--- config.mk ---
export PLATFORM = sky130hd
export DESIGN_NAME = kgp_mem_arbiter
export DESIGN_NICKNAME = d
export VERILOG_FILES = /design/src/rtl/kgp_arb_pkg.sv /design/src/rtl/kgp_arb_prio.sv /design/src/rtl/kgp_mem_arbiter.sv
export SDC_FILE = /design/constraint.sdc
export NUM_CORES = 1
export LEC_CHECK = 0
export CORE_UTILIZATION = 43
export CTS_CLUSTER_DIAMETER = 50
export DETAILED_ROUTE_END_ITERATION = 12
export GPL_TIMING_DRIVEN = 0
export PLACE_DENSITY = 0.85
export SYNTH_ARGS = -nofsm -noshare
export SYNTH_HDL_FRONTEND = slang
export SYNTH_HIERARCHICAL = 1
export SYNTH_SLANG_ARGS = --single-unit
--- constraint.sdc ---
create_clock -name clk -period 5.3 [get_ports clk]
set_clock_uncertainty 0.1 [all_clocks]
set_input_delay 1.06 -clock clk [delete_from_list [all_inputs] [get_ports clk]]
set_output_delay 1.06 -clock clk [all_outputs]
set_load 0.01 [all_outputs]
--- src/rtl/kgp_arb_pkg.sv ---
// Shared types and widths for the KGP_RISC memory arbiter.
package kgp_arb_pkg;

    typedef enum logic [1:0] {
        IDLE,
        ACCESS,
        RESP
    } state_t;

    localparam logic OWN_IF = 1'b0;
    localparam logic OWN_LS = 1'b1;

    localparam int LAT_W  = 4;
    localparam int WAIT_W = 3;

endpackage

--- src/rtl/kgp_arb_prio.sv ---
// Winner select for the arbiter: LS has fixed priority unless IF has lost
// MAX_WAIT conflicts in a row.
module kgp_arb_prio
    import kgp_arb_pkg::*;
#(
    parameter int MAX_WAIT = 2
) (
    input  logic              if_req,
    input  logic              ls_req,
    input  logic [WAIT_W-1:0] wait_cnt,
    output logic              grant_ls
);

    localparam logic [WAIT_W-1:0] WAIT_LIMIT = WAIT_W'(MAX_WAIT);

    assign grant_ls = ls_req & ~(if_req & (wait_cnt == WAIT_LIMIT));

endmodule

--- src/rtl/kgp_mem_arbiter.sv ---
// Single-port memory arbiter between instruction fetch and load/store.
// Optional conflict statistics are enabled by defining KGP_ARB_STATS_EN.
module kgp_mem_arbiter
    import kgp_arb_pkg::*;
#(
    parameter int ADDR_W   = 32,
    parameter int DATA_W   = 32,
    parameter int MEM_LAT  = 1,
    parameter int MAX_WAIT = 2
) (
    input  logic              clk,
    input  logic              rst,
    input  logic              if_req,
    input  logic [ADDR_W-1:0] if_addr,
    output logic [DATA_W-1:0] if_rdata,
    output logic              if_valid,
    input  logic              ls_req,
    input  logic              ls_we,
    input  logic [ADDR_W-1:0] ls_addr,
    input  logic [DATA_W-1:0] ls_wdata,
    output logic [DATA_W-1:0] ls_rdata,
    output logic              ls_valid,
    output logic              if_stall,
    output logic              ls_stall,
    output logic              mem_en,
    output logic              mem_we,
    output logic [ADDR_W-1:0] mem_addr,
    output logic [DATA_W-1:0] mem_wdata,
    input  logic [DATA_W-1:0] mem_rdata,
    output logic [15:0]       conflict_cnt
);

    localparam logic [WAIT_W-1:0] WAIT_LIMIT = WAIT_W'(MAX_WAIT);

    state_t              state;
    logic                owner;
    logic                we_q;
    logic [ADDR_W-1:0]   addr_q;
    logic [DATA_W-1:0]   wdata_q;
    logic [LAT_W-1:0]    lat_cnt;
    logic [WAIT_W-1:0]   wait_cnt;
    logic                grant_ls;
    logic                in_access;

    kgp_arb_prio #(
        .MAX_WAIT (MAX_WAIT)
    ) u_prio (
        .if_req   (if_req),
        .ls_req   (ls_req),
        .wait_cnt (wait_cnt),
        .grant_ls (grant_ls)
    );

    always_ff @(posedge clk or posedge rst) begin
        if (rst) begin
            state    <= IDLE;
            owner    <= OWN_IF;
            we_q     <= 1'b0;
            addr_q   <= '0;
            wdata_q  <= '0;
            lat_cnt  <= '0;
            wait_cnt <= '0;
            mem_en   <= 1'b0;
            if_valid <= 1'b0;
            ls_valid <= 1'b0;
            if_rdata <= '0;
            ls_rdata <= '0;
        end else begin
            mem_en   <= 1'b0;
            if_valid <= 1'b0;
            ls_valid <= 1'b0;
            case (state)
                IDLE: begin
                    if (if_req || ls_req) begin
                        owner   <= grant_ls ? OWN_LS : OWN_IF;
                        addr_q  <= grant_ls ? ls_addr : if_addr;
                        we_q    <= grant_ls & ls_we;
                        wdata_q <= grant_ls ? ls_wdata : '0;
                        lat_cnt <= LAT_W'(MEM_LAT);
                        mem_en  <= 1'b1;
                        state   <= ACCESS;
                        // An IF win resets the starvation guard; an LS win over a waiting IF advances it.
                        if (!grant_ls) begin
                            wait_cnt <= '0;
                        end else if (if_req && wait_cnt != WAIT_LIMIT) begin
                            wait_cnt <= wait_cnt + 1'b1;
                        end
                    end
                end
                ACCESS: begin
                    lat_cnt <= lat_cnt - 1'b1;
                    if (lat_cnt == LAT_W'(1)) begin
                        if (!we_q) begin
                            if (owner == OWN_LS) ls_rdata <= mem_rdata;
                            else                 if_rdata <= mem_rdata;
                        end
                        if (owner == OWN_LS) ls_valid <= 1'b1;
                        else                 if_valid <= 1'b1;
                        state <= RESP;
                    end
                end
                RESP:    state <= IDLE;
                default: state <= IDLE;
            endcase
        end
    end

    assign in_access = (state == ACCESS);
    assign mem_we    = in_access & we_q;
    assign mem_addr  = in_access ? addr_q  : '0;
    assign mem_wdata = in_access ? wdata_q : '0;

    // Stalls are forced low while reset is held so every output reads 0 in reset.
    assign if_stall = if_req & ~if_valid & ~rst;
    assign ls_stall = ls_req & ~ls_valid & ~rst;

`ifdef KGP_ARB_STATS_EN
    logic [15:0] conflict_q;

    always_ff @(posedge clk or posedge rst) begin
        if (rst) begin
            conflict_q <= '0;
        end else if (state == IDLE && if_req && ls_req && conflict_q != 16'hFFFF) begin
            conflict_q <= conflict_q + 16'd1;
        end
    end

    assign conflict_cnt = conflict_q;
`else
    assign conflict_cnt = '0;
`endif

endmodule
==> results.md, run 1 <==
* Tcrit/Tclk final at 68.92%
* Share of cells above drive strength 1 at 22.10%
* Initial antenna violation count at 0
* Clk sink count at 142
* Synthesis-to-layout area growth at 54.89%
* Initial Utilization at 44.48%
* Remaining antenna violation count at 0
* Final Util at 68.89%
* Synth Register Bits at 142
* CP required at 4.14 ns
* Synth Area in Simple Gates at 9.761%
* Worst hold stages at 1
* Synth Flop Type: dfrtp_1
* Crit path top cell by count: clkdlybuf4s50_1
* Crit-path cells: clkdlybuf4s50_1 -> nor3b_1 -> clkdlybuf4s50_1
* Post-Synthesis Cells at 532
* H-Tree Level Count at 4
* Die area at 15,700 um2
* # hold bufs at CTS at 0
* Worst path slowest cell: clkdlybuf4s50_1
* Routability cong. at 0.7547
* Ant diodes at 0
* Leak at 4.382 nW
* Row count at 44
* Worst-Skew Late Latency at 0.41 ns
* Failing checks: design-rule violations
* DR vias/cell at 4.723
* Adder-cell area share of the yosys netlist at 0.7656%
* Overflow after GRT at 0
* Max-slew headroom at 58.66%
* Maximum clock insertion buffer count at 2
* Layout Nets at 970
* Commonest non-fill, non-tap cells in the layout: 266 x clkdlybuf4s50_1, 142 x dfrtp_1, 120 x mux2_2
* CTS buffer count at 17
* Critical-path maximum fanout at 9
* EDFF count, synth at 0
* Largest family of logic cells by synthesized area: multiplexers
* Worst hold slack at 0.3863 ns
* Pwr dens at 583.6 nW/um2
* VDD IR-drop max at 0.3542 mV
* Status: finished with violations
* Register area share after synthesis at 54.35%
* DPL Wire Length at 12,870 um
* Final Power at 5.910 mW
* Most common cell after layout, fill and taps aside: clkdlybuf4s50_1
* Drt initial violations at 162
* Kind of critical path: in -> out
* Largest net degree at the start of global routing at 77
* Critical path launch point type: input pin
* Mapped Area at 6538 um2
* MaxCap Viol Count at 0
* Synth cell types at 40
* I/O Pins at 283
* CP arrival at 2.49 ns
* Setup bufs post-CTS at 0
* First-pass GRT wire length at 27,340 um
* Synth async-reset ratio at 100.0%
* RSZ-0062 raised after global routing: no
* CTS root buffer: clkbuf_16
* Multiplexer share of the synthesized area at 27.27%
* XOR/XNOR Fraction of Synth Area at 0.2679%
* Worst path max stage delay at 0.64 ns
* Final wirelength at 17,070 um
* Buffers on Ports at 266
* Final Critical Period at 3.653 ns
* Worst R2R Setup Slack at 2.96 ns
* Gr usage total at 22.67%
* Worst r2r path cells at 6
* Die X at 125.3 um
* CTS tree: done
* Hold violation count in the final report at 0
* Max Transition Viols Final at 0
* WL per Instance at 16.57 um
* Synth Warn # at 6
* Via count at 4,865
* CTS clk-pin slew, worst paths at 0.06 ns
* Fmax at 273.7 MHz
* DP Area at 9519 um2
* Compound-Gate Fraction of Synth Area at 1.263%
* Setup violations, final at 0
* Fin area at 10,130 um2
* DR pass1 iterations at 8
* Die H at 125.3 um
* # DRC at 23
* Tightest Pin Transition at 0.6200 ns
* Vias in the first global route at 5,284
* Avg Cell Area, Syn at 12.29 um2
* Setup crit end kind: output port
* Core area at 14,700 um2
* Post-CTS resize count at 0
* Worst hold path class: reg -> reg
==> worst paths after layout <==
check,from,endpoint
setup / recovery,if_req,if_stall
hold / removal,if_rdata[26]$_DFFE_PP0P_,if_rdata[26]$_DFFE_PP0P_
setup reg to reg,wait_cnt[1]$_DFFE_PP0P_,addr_q[16]$_DFFE_PP0P_
hold reg to reg,if_rdata[26]$_DFFE_PP0P_,if_rdata[26]$_DFFE_PP0P_
max in group asynchronous,rst,wdata_q[9]$_DFFE_PP0P_
min in group asynchronous,rst,addr_q[10]$_DFFE_PP0P_
==> worst max-delay path, delay by kind of cell <==
kind	cells	cell delay, ns
buffers and inverters	2	1.21
and+or+nand+nor	1	0.22
==> layout make-up <==
class                   instances  area (um2)
plain buffers                  45       266.5
clock buffers                  24       501.7
clock inverters                 8       105.1
fillers                      1080        4573
inverters                      38       147.6
multi-input cells             322        2631
flip-flops and latches        142        3553
well taps                     184       230.2
repair buffers                267        2690
==> Yosys cell counts, types with 3 or more instances <==
cell        n  area share (%)
dfrtp_1   142              54
mux2_2    120              21
nor2_1     38             2.2
inv_1      37             2.1
nand2_1    37             2.1
and2_1     33             3.2
mux2i_1    33             5.1
buf_4      16             1.8
buf_2      12            0.92
clkbuf_1   10            0.57
mux2_1      9             1.6
buf_1       4            0.23
ha_1        4            0.77
nor2b_1     4            0.38
buf_6       3            0.52
==> layer usage <==
metal | track usage, % | vias up | part of all wire (%)
li1 | - | 2333 | -
met1 | 25.09 | 2304 | 39
met2 | 38.58 | 205 | 48
met3 | 9.799 | 23 | 11
met4 | 8.608 | 0 | 2.0
met5 | 0 | - | 0
==> logic make-up after synthesis <==
group,Yosys count
buf+inv,83
fa+ha+maj,4
flops,142
compound gates,12
xor+xnor,2
other cells,1
mux,162
simple gates,126
==> power by group <==
part | internal, mW | total (mW) | switching [mW]
registers | 1.61 | 1.86 | 0.251
clock network | 0.756 | 1.19 | 0.436
logic | 1.64 | 2.86 | 1.22
total | 4.00 | 5.91 | 1.91
==> registers in the layout, summed over array words and instances, names as in the netlist <==
register,flops
wait_cnt,3
ls_rdata,32
state,2
mem_en,1
we_q,1
if_rdata,32
lat_cnt,4
if_valid,1
addr_q,32
ls_valid,1
owner,1
wdata_q,32
==> metrics by stage <==
stage / setup WS, ns / cells / TNS, ns
6_report: 1.647 / 1030 / 0
2_1_floorplan: 0.3304 / 547 / 0
4_1_cts: 1.646 / 1030 / 0
5_1_grt: 1.556 / 1030 / 0
3_5_place_dp: 1.639 / 998 / 0
3_3_place_gp: -1.825 / 997 / -257.62
Note: power is estimated with default switching activity, not from simulation.
==> inputs of run 2 (changes only) <==
- CORE_UTILIZATION: 43 -> 39
- PLACE_DENSITY: 0.85 -> 0.82
- clock period: 5.3 -> 3.3 ns (I/O delays scaled with it)
==> run 2 against run 1 <==
The run now ends clean. Power increased by 59%. Utilization fell by 5.8 points. Flip-flop and latch count stayed put. Non-clock buffer count up 2. Combinational power rose by 59%. Clock power increased by 56%. Hold slack better by 0.0038 ns. Sequential power is 59% higher. Largest power group unchanged. Clock-buffer cell count is 5 lower. Via count is 0.68% lower. Register-to-register slack got worse by 2.0 ns. Routed wire length decreased by 5.6%.
==> results.md, run 2 (same netlist as run 1, synthesis figures left out) <==
* Status: completed
* RSZ-0062 raised after global routing: no
* Die H at 131.5 um
* Die area at 17,280 um2
* Clock power share at 19.8%
* Max-slew headroom at 60.17%
* Share of cells above drive strength 1 at 22.52%
* Drt initial violations at 138
* Sw Ratio at 32.26%
* CP delay by family, top: buffers and inverters
* CTS clk-pin slew, worst paths at 0.06 ns
* Routability cong. at 0.7544
* Worst setup margin at 0.2264 ns
* Remaining antenna violation count at 0
* H-Tree Level Count at 4
* CTS buffer count at 17
* Tightest Pin Transition at 0.5975 ns
* DR pass1 iterations at 4
* Crit-path cells: nand2b_1 -> clkbuf_1 -> clkbuf_2 -> nor2_1 -> clkdlybuf4s50_1
* MaxCap Viol Count at 0
* Fmax at 325.3 MHz
* Worst r2r path cells at 6
* Comb power frac at 48.6%
* Sequential group share of total power at 31.5%
* Gr usage total at 19.31%
* Crit path depth at 5
* Largest net degree at the start of global routing at 43
* Setup violations, final at 0
* FF-to-FF Start: wait_cnt[1]$_DFFE_PP0P_
* Setup crit end kind: output port
* CTS tree: done
* DPL Wire Length at 12,290 um
* Buffers on Ports at 266
* Pre-CTS setup slack at 0.05029 ns
* Worst hold stages at 1
* Pint at 6.354 mW
* Hold violation count in the final report at 0
* Critical path launch point type: flop
* Sw Pwr at 3.027 mW
* I/O Pins at 283
* DR vias/cell at 4.541
* Tcrit/Tclk final at 93.14%
* Commonest non-fill, non-tap cells in the layout: 266 x clkdlybuf4s50_1, 142 x dfrtp_1, 120 x mux2_2
* CTS root buffer: clkbuf_16
* Crit path buffers/inverters at 3
* Core area at 16,120 um2
* Worst path slowest cell: clkdlybuf4s50_1
* Vias in the first global route at 5,092
* Final Critical Period at 3.074 ns
* Leak at 4.383 nW
* Critical-path maximum fanout at 10
* Initial antenna violation count at 0
* Worst hold path class: reg -> reg
* # DRC at 0
* Initial Utilization at 40.57%
* Clk sink count at 142
* Worst R2R Setup Slack at 0.97 ns
* Final wirelength at 16,110 um
* Kind of critical path: reg -> out
* Worst Setup EP: mem_wdata[27]
* Worst hold slack at 0.3901 ns
* WL per Instance at 15.14 um
* Row count at 46
* VDD IR-drop max at 0.4219 mV
* CP arrival at 2.31 ns
* Fillers at 1,343
* Worst-Skew Late Latency at 0.40 ns
* Ant diodes at 0
* Die X at 131.5 um
* Overflow after GRT at 0
* CP required at 2.54 ns
* First-pass GRT wire length at 26,360 um
* Maximum clock insertion buffer count at 2
* Worst path max stage delay at 0.50 ns
* Worst setup startpoint: state[0]$_DFFE_PP0P_
* Most common cell after layout, fill and taps aside: clkdlybuf4s50_1
* Layout Nets at 972
* Max Transition Viols Final at 0
* Via count at 4,832
* Pwr dens at 922.0 nW/um2
* Synthesis-to-layout area growth at 55.64%
* Reg2reg end: addr_q[9]$_DFFE_PP0P_
* # hold bufs at CTS at 0
run 2: cell types whose count changed in the layout (fill, tap and decap cells not counted), sizes merged:
| cell | previous run | this run |
|---|---|---|
| clkbuf | 34 | 30 |
| clkinv | 3 | 5 |
| clkinvlp | 3 | 5 |
| buf | 36 | 37 |
| inv | 38 | 39 |
run 2: power by group through the flow:
stage	Sequential (mW)	Combinational, mW	Clock, mW
final	2.96	4.56	1.86
after global routing	3.07	4.92	1.99
after CTS	2.96	4.64	1.92
after detailed placement	2.99	4.62	0
after global placement	2.95	4.54	0
after floorplan	3.13	2.18	0
run 2: worst min-delay path by stage:
stage | startpoint | end | slack [ns]
floorplan | addr_q[10]$_DFFE_PP0P_ | addr_q[10]$_DFFE_PP0P_ | 0.37
global placement | if_rdata[17]$_DFFE_PP0P_ | if_rdata[17]$_DFFE_PP0P_ | 0.37
detailed placement | if_rdata[17]$_DFFE_PP0P_ | if_rdata[17]$_DFFE_PP0P_ | 0.38
CTS | if_rdata[17]$_DFFE_PP0P_ | if_rdata[17]$_DFFE_PP0P_ | 0.39
global route | addr_q[10]$_DFFE_PP0P_ | addr_q[10]$_DFFE_PP0P_ | 0.41
finish | ls_rdata[2]$_DFFE_PP0P_ | ls_rdata[2]$_DFFE_PP0P_ | 0.39
run 2: layer usage:
| metal | wire length, um | vias up | part of all wire (%) | track usage [%] |
|---|---|---|---|---|
| met1 | 6609 | 2302 | 41 | 22.96 |
| met4 | 272 | 0 | 1.7 | 6.395 |
| met5 | 0 | - | 0 | 0 |
| li1 | - | 2346 | - | - |
| met2 | 8064 | 165 | 50 | 32.83 |
| met3 | 1168 | 19 | 7.2 | 6.211 |
run 2: cell type report:
class	instances	area [um2]	area share [%]
clock buffer	19	442.9	4.353
multi-input combinational	322	2631	25.86
timing repair buffer	269	2723	26.76
inverter	38	146.4	1.439
sequential	142	3553	34.92
buffer	45	267.8	2.632
tap	216	270.3	2.656
clock inverter	13	140.1	1.377
run 2: stage by stage:
step / std cells / power [mW] / TNS, ns / instance area [um2] / utilization [%]
CTS: 1064 / 9.520 / 0 / 10170 / 63.13
global placement: 1029 / 7.484 / -85.88 / 9530 / 59.14
detailed placement: 1032 / 7.610 / 0 / 9590 / 59.51
global route: 1064 / 9.979 / 0 / 10170 / 63.14
floorplan: 547 / 5.305 / 0 / 6598 / -
finish: 1064 / 9.381 / 0 / 10170 / 63.14
run 2: what timing repair did:
item,in CTS,in global routing
buffers inserted,0,0
endpoints found under the setup margin,0,10
gates resized for setup,0,1
==> inputs of run 3 (changes only) <==
- GPL_TIMING_DRIVEN: 0 -> not set
==> run 3 against run 2 <==
Setup slack improved by 0.21 ns. Sequential share of layout area up 0.64 points. First-iteration DRC count up 2.2%. Die area stayed put. Largest cell class unchanged. Highest routed layer unchanged.
==> results.md, run 3 (same netlist as run 1, synthesis figures left out) <==
* # hold bufs at CTS at 0
* Clk sink count at 142
* FF-to-FF Start: lat_cnt[1]$_DFFE_PP0P_
* DPL Wire Length at 10,820 um
* Fillers at 1,303
* Share of cells above drive strength 1 at 20.64%
* Die H at 131.5 um
* Setup crit end kind: output port
* Overflow after GRT at 0
* Dpl cells at 994
* # DRC at 0
* Core area at 16,120 um2
* Tightest Pin Transition at 0.7665 ns
* Largest net degree at the start of global routing at 143
* CTS root buffer: clkbuf_16
* Fin Setup TNS at 0 ns
* Max Transition Viols Final at 0
* CTS buffer count at 17
* I/O Pins at 283
* GR peak layer: met2
* Multi-input logic area at 2639 um2
* MaxCap Viol Count at 0
* RSZ-0062 raised after global routing: no
* Kind of critical path: in -> out
* CP arrival at 2.10 ns
* CTS tree: done
* H-Tree Level Count at 4
* Worst setup startpoint: if_req
* Via count at 4,726
* Initial Utilization at 40.57%
* Commonest non-fill, non-tap cells in the layout: 266 x clkdlybuf4s50_1, 142 x dfrtp_1, 120 x mux2_2
* Final Critical Period at 2.865 ns
* Remaining antenna violation count at 0
* Vias in the first global route at 4,837
* Layout Nets at 934
* GR Util met2 at 31.42%
* Finished Layout Cells at 1,025
* Die X at 131.5 um
* CTS clk-pin slew, worst paths at 0.06 ns
* Buffers on Ports at 266
* Pwr dens at 941.4 nW/um2
* Register area at 3553 um2
* Max-slew headroom at 48.90%
* Critical-path maximum fanout at 9
* Hold Startpoint: if_rdata[17]$_DFFE_PP0P_
* Fmax at 349.1 MHz
* DR pass1 iterations at 4
* Ant diodes at 0
* Setup violations, final at 0
* Die area at 17,280 um2
* Status: completed
* Setup bufs post-CTS at 0
* M3 GR Usage at 5.285%
* Final wirelength at 15,430 um
* Worst-Skew Late Latency at 0.40 ns
* Tcrit/Tclk final at 86.81%
* Routability cong. at 0.7634
* First-pass GRT wire length at 25,160 um
* Leak at 4.266 nW
* DR vias/cell at 4.611
* Most common cell after layout, fill and taps aside: clkdlybuf4s50_1
* Row count at 46
* Hold violation count in the final report at 0
* Post-CTS resize count at 0
* VDD IR-drop max at 0.4412 mV
* WL per Instance at 15.05 um
* Synthesis-to-layout area growth at 52.84%
* Initial antenna violation count at 0
* Maximum clock insertion buffer count at 2
* Gr usage total at 18.44%
* Drt initial violations at 141
* CP required at 2.54 ns
* Critical path launch point type: input pin
* Met1 Track Usage GR at 22.44%
* Worst hold path class: reg -> reg
==> run 3: cell count changes in the layout (fill, tap and decap cells not counted), sizes merged <==
cell and change:
clkinv -2, clkinvlp -2, inv +4, bufinv +1, clkbuf -13, buf -27
==> run 3: report_power, final <==
part / switching, mW / internal [mW]
sequential: 0.400 / 2.58
combinational: 1.84 / 2.62
clock: 0.764 / 1.20
total: 3.01 / 6.40
==> run 3: final timing paths <==
path	endpoint	slack (ns)	cells after the start
worst max-delay path	if_stall	0.44	3
worst min-delay path	if_rdata[17]$_DFFE_PP0P_	0.38	1
worst max register to register	if_rdata[29]$_DFFE_PP0P_	1.09	6
worst min register to register	if_rdata[17]$_DFFE_PP0P_	0.38	1
max in group asynchronous	wdata_q[10]$_DFFE_PP0P_	1.70	3
min in group asynchronous	if_rdata[5]$_DFFE_PP0P_	0.83	3
==> run 3: metrics by stage <==
step	util, %	hold WS, ns	cell area, um2	power (mW)	worst slack, ns
6_report	62.00	0.3825	9992	9.406	0.4353
5_1_grt	62.00	0.4127	9992	9.976	0.3323
4_1_cts	62.00	0.3867	9992	9.543	0.4263
3_5_place_dp	58.23	0.3737	9384	7.530	0.4673
3_3_place_gp	58.23	0.3682	9384	7.425	0.4460
2_1_floorplan	-	0.3721	6598	5.305	0.7629
==> run 3: final cells by class <==
type,instances,area share [%]
clock buffers,17,4.257
multi-input cells,322,26.41
well taps,216,2.705
clock inverters,14,1.828
inverters,38,1.465
flip-flops and latches,142,35.56
repair buffers,276,27.77
==> run 3: critical path, stage by stage <==
cell,delay [ns]
clkdlybuf4s50_1,0.65
nor3b_1,0.23
clkdlybuf4s50_1,0.56
==> run 3: routing by layer <==
layer / up-vias / share of wire (%)
li1: 2268 / -
met1: 2286 / 41
met2: 159 / 51
met3: 13 / 6.1
met4: 0 / 1.3
met5: - / 0
